===== config.mk =====
export PLATFORM = sky130hd
export DESIGN_NAME = fetch_stage_flat
export DESIGN_NICKNAME = d
export VERILOG_FILES = /design/src/rtl/fetch_stage_if.sv /design/src/rtl/fetch_stage.sv /design/src/flat_wrapper.sv
export SDC_FILE = /design/constraint.sdc
export NUM_CORES = 1
export LEC_CHECK = 0
export ABC_CLOCK_PERIOD_IN_PS = 5280
export BUFFER_PORTS_ARGS = -buffer_cell sky130_fd_sc_hd__buf_4
export CAP_MARGIN = 20
export CORE_MARGIN = 10
export CORE_UTILIZATION = 25
export CTS_BUF_LIST = sky130_fd_sc_hd__clkbuf_4 sky130_fd_sc_hd__clkbuf_8
export DETAILED_ROUTE_END_ITERATION = 6
export MAX_ROUTING_LAYER = met4
export PLACE_DENSITY_LB_ADDON = 0.05
export SYNTH_ARGS = -nofsm -noshare
export SYNTH_HDL_FRONTEND = slang
export SYNTH_SLANG_ARGS = --single-unit

===== constraint.sdc =====
create_clock -name clk -period 5.28 [get_ports clk]
set_clock_uncertainty 0.2 [all_clocks]
set_input_delay 0.264 -clock clk [delete_from_list [all_inputs] [get_ports clk]]
set_output_delay 0.264 -clock clk [all_outputs]
set_load 0.005 [all_outputs]

===== src/rtl/fetch_stage_if.sv =====
// Signal bundle between the fetch stage, instruction memory and the ID/EX stages.
// master = fetch_stage side, slave = surrounding pipeline / memory side.
interface fetch_stage_if;
   logic        Stall;
   logic [2:0]  PCSrc_ID;
   logic [25:0] JTarget_ID;
   logic [31:0] JRTarget_ID;
   logic        BrTaken_EX;
   logic [31:0] BrTarget_EX;
   logic [31:0] IMem_Data;
   logic [31:0] IMem_Addr;
   logic [31:0] PC;
   logic [31:0] IFID_Instruct;
   logic [31:0] IFID_PCPlus4;
   logic        IFID_PC_31;
   logic        IFID_Valid;
   logic        Flush_IDEX;

   modport master (
      input  Stall, PCSrc_ID, JTarget_ID, JRTarget_ID,
      input  BrTaken_EX, BrTarget_EX, IMem_Data,
      output IMem_Addr, PC, IFID_Instruct, IFID_PCPlus4,
      output IFID_PC_31, IFID_Valid, Flush_IDEX
   );

   modport slave (
      output Stall, PCSrc_ID, JTarget_ID, JRTarget_ID,
      output BrTaken_EX, BrTarget_EX, IMem_Data,
      input  IMem_Addr, PC, IFID_Instruct, IFID_PCPlus4,
      input  IFID_PC_31, IFID_Valid, Flush_IDEX
   );
endinterface


===== src/rtl/fetch_stage.sv =====
// Instruction fetch: PC register, next-PC selection and the IF/ID register.
// Redirects load a bubble whose supervisor bit is forced high.
module fetch_stage #(
   parameter logic [31:0] RESET_PC = 32'h8000_0000,
   parameter logic [31:0] IRQ_VEC  = 32'h8000_0004,
   parameter logic [31:0] EXC_VEC  = 32'h8000_0008
) (
   input  logic           clk,
   input  logic           reset,
   fetch_stage_if.master  bus
);

   localparam logic [2:0] SRC_J   = 3'd2;
   localparam logic [2:0] SRC_JR  = 3'd3;
   localparam logic [2:0] SRC_EXC = 3'd4;
   localparam logic [2:0] SRC_IRQ = 3'd5;

   logic [31:0] r_pc;
   logic [31:0] r_instr;
   logic [31:0] r_pcp4;
   logic        r_pc31;
   logic        r_valid;

   logic [31:0] w_pcp4;
   logic [31:0] w_npc;
   logic        w_bubble;
   logic        w_hold;

   // Bit 31 is the mode bit; sequential fetch never changes it.
   assign w_pcp4 = {r_pc[31], r_pc[30:0] + 31'd4};

   always_comb begin
      w_npc    = w_pcp4;
      w_bubble = 1'b0;
      w_hold   = 1'b0;
      if (bus.BrTaken_EX) begin
         w_npc    = bus.BrTarget_EX;
         w_bubble = 1'b1;
      end else if (bus.Stall) begin
         w_npc  = r_pc;
         w_hold = 1'b1;
      end else begin
         unique case (bus.PCSrc_ID)
            SRC_IRQ: begin
               w_npc    = IRQ_VEC;
               w_bubble = 1'b1;
            end
            SRC_EXC: begin
               w_npc    = EXC_VEC;
               w_bubble = 1'b1;
            end
            SRC_J: begin
               w_npc    = {r_pcp4[31:28], bus.JTarget_ID, 2'b00};
               w_bubble = 1'b1;
            end
            SRC_JR: begin
               w_npc    = bus.JRTarget_ID;
               w_bubble = 1'b1;
            end
            default: begin
               w_npc    = w_pcp4;
               w_bubble = 1'b0;
            end
         endcase
      end
   end

   always_ff @(posedge clk or negedge reset) begin
      if (!reset) begin
         r_pc    <= RESET_PC;
         r_instr <= 32'd0;
         r_pcp4  <= RESET_PC;
         r_pc31  <= 1'b1;
         r_valid <= 1'b0;
      end else if (!w_hold) begin
         r_pc   <= w_npc;
         r_pcp4 <= w_pcp4;
         if (w_bubble) begin
            r_instr <= 32'd0;
            r_pc31  <= 1'b1;
            r_valid <= 1'b0;
         end else begin
            r_instr <= bus.IMem_Data;
            r_pc31  <= r_pc[31];
            r_valid <= 1'b1;
         end
      end
   end

   assign bus.IMem_Addr     = r_pc;
   assign bus.PC            = r_pc;
   assign bus.IFID_Instruct = r_instr;
   assign bus.IFID_PCPlus4  = r_pcp4;
   assign bus.IFID_PC_31    = r_pc31;
   assign bus.IFID_Valid    = r_valid;
   assign bus.Flush_IDEX    = bus.BrTaken_EX;

endmodule


===== src/flat_wrapper.sv =====
// flat-port wrapper written by rule: the top's interface ports become plain ports
module fetch_stage_flat 
#(
   parameter logic [31:0] RESET_PC = 32'h8000_0000,
   parameter logic [31:0] IRQ_VEC  = 32'h8000_0004,
   parameter logic [31:0] EXC_VEC  = 32'h8000_0008
)
  (clk, reset, bus_Stall, bus_PCSrc_ID, bus_JTarget_ID, bus_JRTarget_ID, bus_BrTaken_EX, bus_BrTarget_EX, bus_IMem_Data, bus_IMem_Addr, bus_PC, bus_IFID_Instruct, bus_IFID_PCPlus4, bus_IFID_PC_31, bus_IFID_Valid, bus_Flush_IDEX);
  fetch_stage_if bus_i ();
  input  logic clk;
  input  logic reset;
  input wire logic [$bits(bus_i.Stall)-1:0] bus_Stall;
  input wire logic [$bits(bus_i.PCSrc_ID)-1:0] bus_PCSrc_ID;
  input wire logic [$bits(bus_i.JTarget_ID)-1:0] bus_JTarget_ID;
  input wire logic [$bits(bus_i.JRTarget_ID)-1:0] bus_JRTarget_ID;
  input wire logic [$bits(bus_i.BrTaken_EX)-1:0] bus_BrTaken_EX;
  input wire logic [$bits(bus_i.BrTarget_EX)-1:0] bus_BrTarget_EX;
  input wire logic [$bits(bus_i.IMem_Data)-1:0] bus_IMem_Data;
  output wire logic [$bits(bus_i.IMem_Addr)-1:0] bus_IMem_Addr;
  output wire logic [$bits(bus_i.PC)-1:0] bus_PC;
  output wire logic [$bits(bus_i.IFID_Instruct)-1:0] bus_IFID_Instruct;
  output wire logic [$bits(bus_i.IFID_PCPlus4)-1:0] bus_IFID_PCPlus4;
  output wire logic [$bits(bus_i.IFID_PC_31)-1:0] bus_IFID_PC_31;
  output wire logic [$bits(bus_i.IFID_Valid)-1:0] bus_IFID_Valid;
  output wire logic [$bits(bus_i.Flush_IDEX)-1:0] bus_Flush_IDEX;
  assign bus_i.Stall = bus_Stall;
  assign bus_i.PCSrc_ID = bus_PCSrc_ID;
  assign bus_i.JTarget_ID = bus_JTarget_ID;
  assign bus_i.JRTarget_ID = bus_JRTarget_ID;
  assign bus_i.BrTaken_EX = bus_BrTaken_EX;
  assign bus_i.BrTarget_EX = bus_BrTarget_EX;
  assign bus_i.IMem_Data = bus_IMem_Data;
  assign bus_IMem_Addr = bus_i.IMem_Addr;
  assign bus_PC = bus_i.PC;
  assign bus_IFID_Instruct = bus_i.IFID_Instruct;
  assign bus_IFID_PCPlus4 = bus_i.IFID_PCPlus4;
  assign bus_IFID_PC_31 = bus_i.IFID_PC_31;
  assign bus_IFID_Valid = bus_i.IFID_Valid;
  assign bus_Flush_IDEX = bus_i.Flush_IDEX;
  fetch_stage #(.RESET_PC(RESET_PC), .IRQ_VEC(IRQ_VEC), .EXC_VEC(EXC_VEC)) u_core (.clk(clk), .reset(reset), .bus(bus_i));
endmodule

==> flow_metrics.tcl <==
set metrics [dict create \
    synthFlopType "dfrtp_1" \
    grt_use_total 0.1678 \
    die_area_um2 30310 \
    yosysUniqueCellTypes 66 \
    fin_cells 1187 \
    path_buf_inv 0 \
    r2r_start "u_core.bus.IMem_Addr[4]" \
    numCtsBuffers 9 \
    grt_overflow 0 \
    cts_max_level 3 \
    io_buffers 259 \
    crit_chain "and3_1, nand3_1, or4_1, a31oi_1" \
    fin_total_pwr_mw 2.130 \
    ys_seq_elements 98 \
    hp-class "primary input to register" \
    clkLatencyLatePin_ns 0.40 \
    fmax_mhz 372.7 \
    reg2reg_to "u_core.bus.IFID_PCPlus4[29]" \
    place_area_um2 7781 \
    ys_seq_area_frac 0.4138 \
    slew_violations 0 \
    num_io_pins 260 \
    grt_max_degree 57 \
    grt_setup_unrepaired "no" \
    critPathKind "register to register" \
    fin_area_um2 8461 \
    area_growth_pct 42.54 \
    synth_area_per_cell_um2 9.392 \
    start_util 0.2536 \
    post-route-util 0.3615 \
    layout.nets 994 \
    leakagePower_nw 3.845 \
    synthCells 632 \
    core-area_um2 23400 \
    hold_violations 0 \
    via_count 5840 \
    ys_warn_count 0 \
    holdWs_ns 0.007573 \
    crit_arrival_ns 2.80 \
    hp-start "bus_BrTarget_EX[29]" \
    dr.pass1.iters 5 \
    final_common_cell "buf_4" \
    antenna_found_initial 0 \
    status "completed" \
    critPathMaxStageDelay_ns 0.58 \
    synth_fp_nets 763 \
    final_cell_mix "265 x buf_4, 95 x dfrtp_1, 56 x nand2_1, 46 x dlygate4sd3_1, 34 x a22o_1" \
    fp-row-count 56 \
    pre_cts_slack_ns 2.453 \
    antenna_cells 0 \
    synthArstFlopShare 1.000 \
    wl_per_cell_um 21.49 \
    fin_ws_ns 2.597 \
    final-setup-viol-count 0 \
    r2r_slack_ns 2.60 \
    dp_cells 1125 \
    die_y_um 174.1 \
    initialDrtViolationCount 312 \
    maxCapViolations 0 \
    drive_gt1_frac 0.3583 \
    ant_nets 0 \
    clockBufferDepth 2 \
    cts-root-buf "clkbuf_8" \
    hold_path_depth 5 \
    drc_errors 0 \
    grt_pass1_vias 6405 \
    critPathCaptureType "register" \
    routed_wl_um 25510 \
    clkTransAtPathRegs_ns 0.10 \
    dpl.hpwl_um 18710 \
    die_w_um 174.1 \
    gp_congestion 0.8066 \
    finalCritPeriodShare 0.5082 \
    setup_tns_ns 0 \
    critPathTopFamily "simple AND/OR/NAND/NOR gates" \
    holdPathEnd "u_core.bus.IMem_Addr[29]" \
    finalCriticalPeriod_ns 2.683 \
    cp_max_fo 14 \
    vias_per_cell 4.920 \
    grt_pass1_wl_um 38990 \
    peakVddDrop_mv 0.1159 \
    slowest_stage "or4_1" \
    synth-edff-count 0 \
    start_kind "register" \
    ff2ff_path_depth 4 \
    tightest_slew_ns 1.141 \
    cts_sinks 98 \
    syn_area_um2 5936 \
    cp.required_ns 5.39 \
    cts_tree "done" \
    p_per_area_nw_per_um2 251.8 \
    slew_headroom 0.2379 \
]
## cell type report
class,instances,area (um^2)
fill,2449,14940
multi-input combinational,428,2880
sequential,98,2456
timing repair buffer,311,2450
tap,319,399.1
clock buffer,11,138.9
clock inverter,5,80.08
inverter,15,56.30
## layer usage
layer | track usage | vias up | share of wire
li1 | - | 2780 | -
met1 | 0.2040 | 2837 | 0.44
met2 | 0.2747 | 207 | 0.49
met3 | 0.04355 | 16 | 0.062
met4 | 0.03669 | 0 | 0.0095
met5 | - | - | 0
## power by group
group | switching [mW] | total (mW) | internal [mW] | leakage, nW
logic | 0.266 | 0.594 | 0.327 | 2.50
registers | 0.127 | 0.961 | 0.833 | 1.24
clock network | 0.298 | 0.576 | 0.278 | 0.106
## worst register-to-register path, delay by kind of cell, from the launching register on
kind	cells	cell delay (ns)
AND/OR/NAND/NOR	3	1.67
flip-flops	1	0.57
AO/OA/AOI/OAI	1	0.19
## sequential cells by signal (all words and copies together) (netlist names)
signal,flops
u_core.bus.IFID_Instruct,32
u_core.bus.IFID_PCPlus4,32
u_core.bus.IFID_PC_31,1
u_core.bus.IFID_Valid,1
u_core.bus.IMem_Addr,32
## synthesized netlist by cell type, types with 3 or more instances
cell	n	area (um^2)
inv_1	15	56.30
xnor2_1	11	96.34
buf_4	41	307.8
or4_1	7	52.55
nand4_1	15	93.84
a311oi_1	6	52.55
or3_1	4	25.02
dfrtp_1	95	2377
a221oi_1	4	35.03
and4_1	5	43.79
buf_1	6	22.52
a2bb2oi_1	6	52.55
o22a_1	3	26.28
a22o_1	34	297.8
buf_2	7	35.03
nand4_4	3	63.81
o21ai_0	29	145.1
nor2_1	32	120.1
nand3_1	23	115.1
and3_1	7	43.79
mux2_2	11	123.9
o31ai_1	10	75.07
mux2i_1	24	240.2
a21oi_1	24	120.1
o22ai_1	7	43.79
dfstp_2	3	78.83
nor4_1	13	81.33
clkbuf_1	29	108.9
buf_6	3	33.78
a31oi_1	13	81.33
nor3_1	16	80.08
o21a_1	4	30.03
nand2_1	56	210.2
nand2b_1	3	18.77
o211ai_1	14	105.1
a211oi_1	3	22.52
nor2b_1	4	25.02
## cells by family (layout without fill, tap and decap cells)
logic type / after synthesis / count (layout) / synth area share
AOI/OAI and AO/OA: 176 / 176 / 0.2119
adders and majority gates: 2 / 2 / 0.004215
DFF: 98 / 98 / 0.4138
and+or+nand+nor: 202 / 202 / 0.1866
buffers and inverters: 106 / 342 / 0.1031
xor gates and xnor gates: 13 / 13 / 0.01918
muxes: 35 / 35 / 0.06134
## how the worst max path moves through the flow
stage                            startpoint                          end  slack (ns)  cells past startpoint
global route        u_core.bus.IMem_Addr[4]  u_core.bus.IFID_PCPlus4[29]        2.47                      4
global placement            bus_PCSrc_ID[1]      u_core.bus.IMem_Addr[8]        2.41                      7
finish              u_core.bus.IMem_Addr[4]  u_core.bus.IFID_PCPlus4[29]        2.60                      4
floorplan                   bus_PCSrc_ID[1]     u_core.bus.IMem_Addr[23]        3.14                      7
detailed placement          bus_PCSrc_ID[1]     u_core.bus.IMem_Addr[20]        2.45                      7
CTS                 u_core.bus.IMem_Addr[4]  u_core.bus.IFID_PCPlus4[29]        2.60                      4
## what timing repair did
action | CTS | global route
buffers inserted | 0 | 0
setup endpoints to repair | 0 | 0
hold buffers | 46 | 0
endpoints found under the hold margin | 87 | 0
gates resized for setup | 0 | 0
No activity file was read; power rests on OpenSTA's default activity.
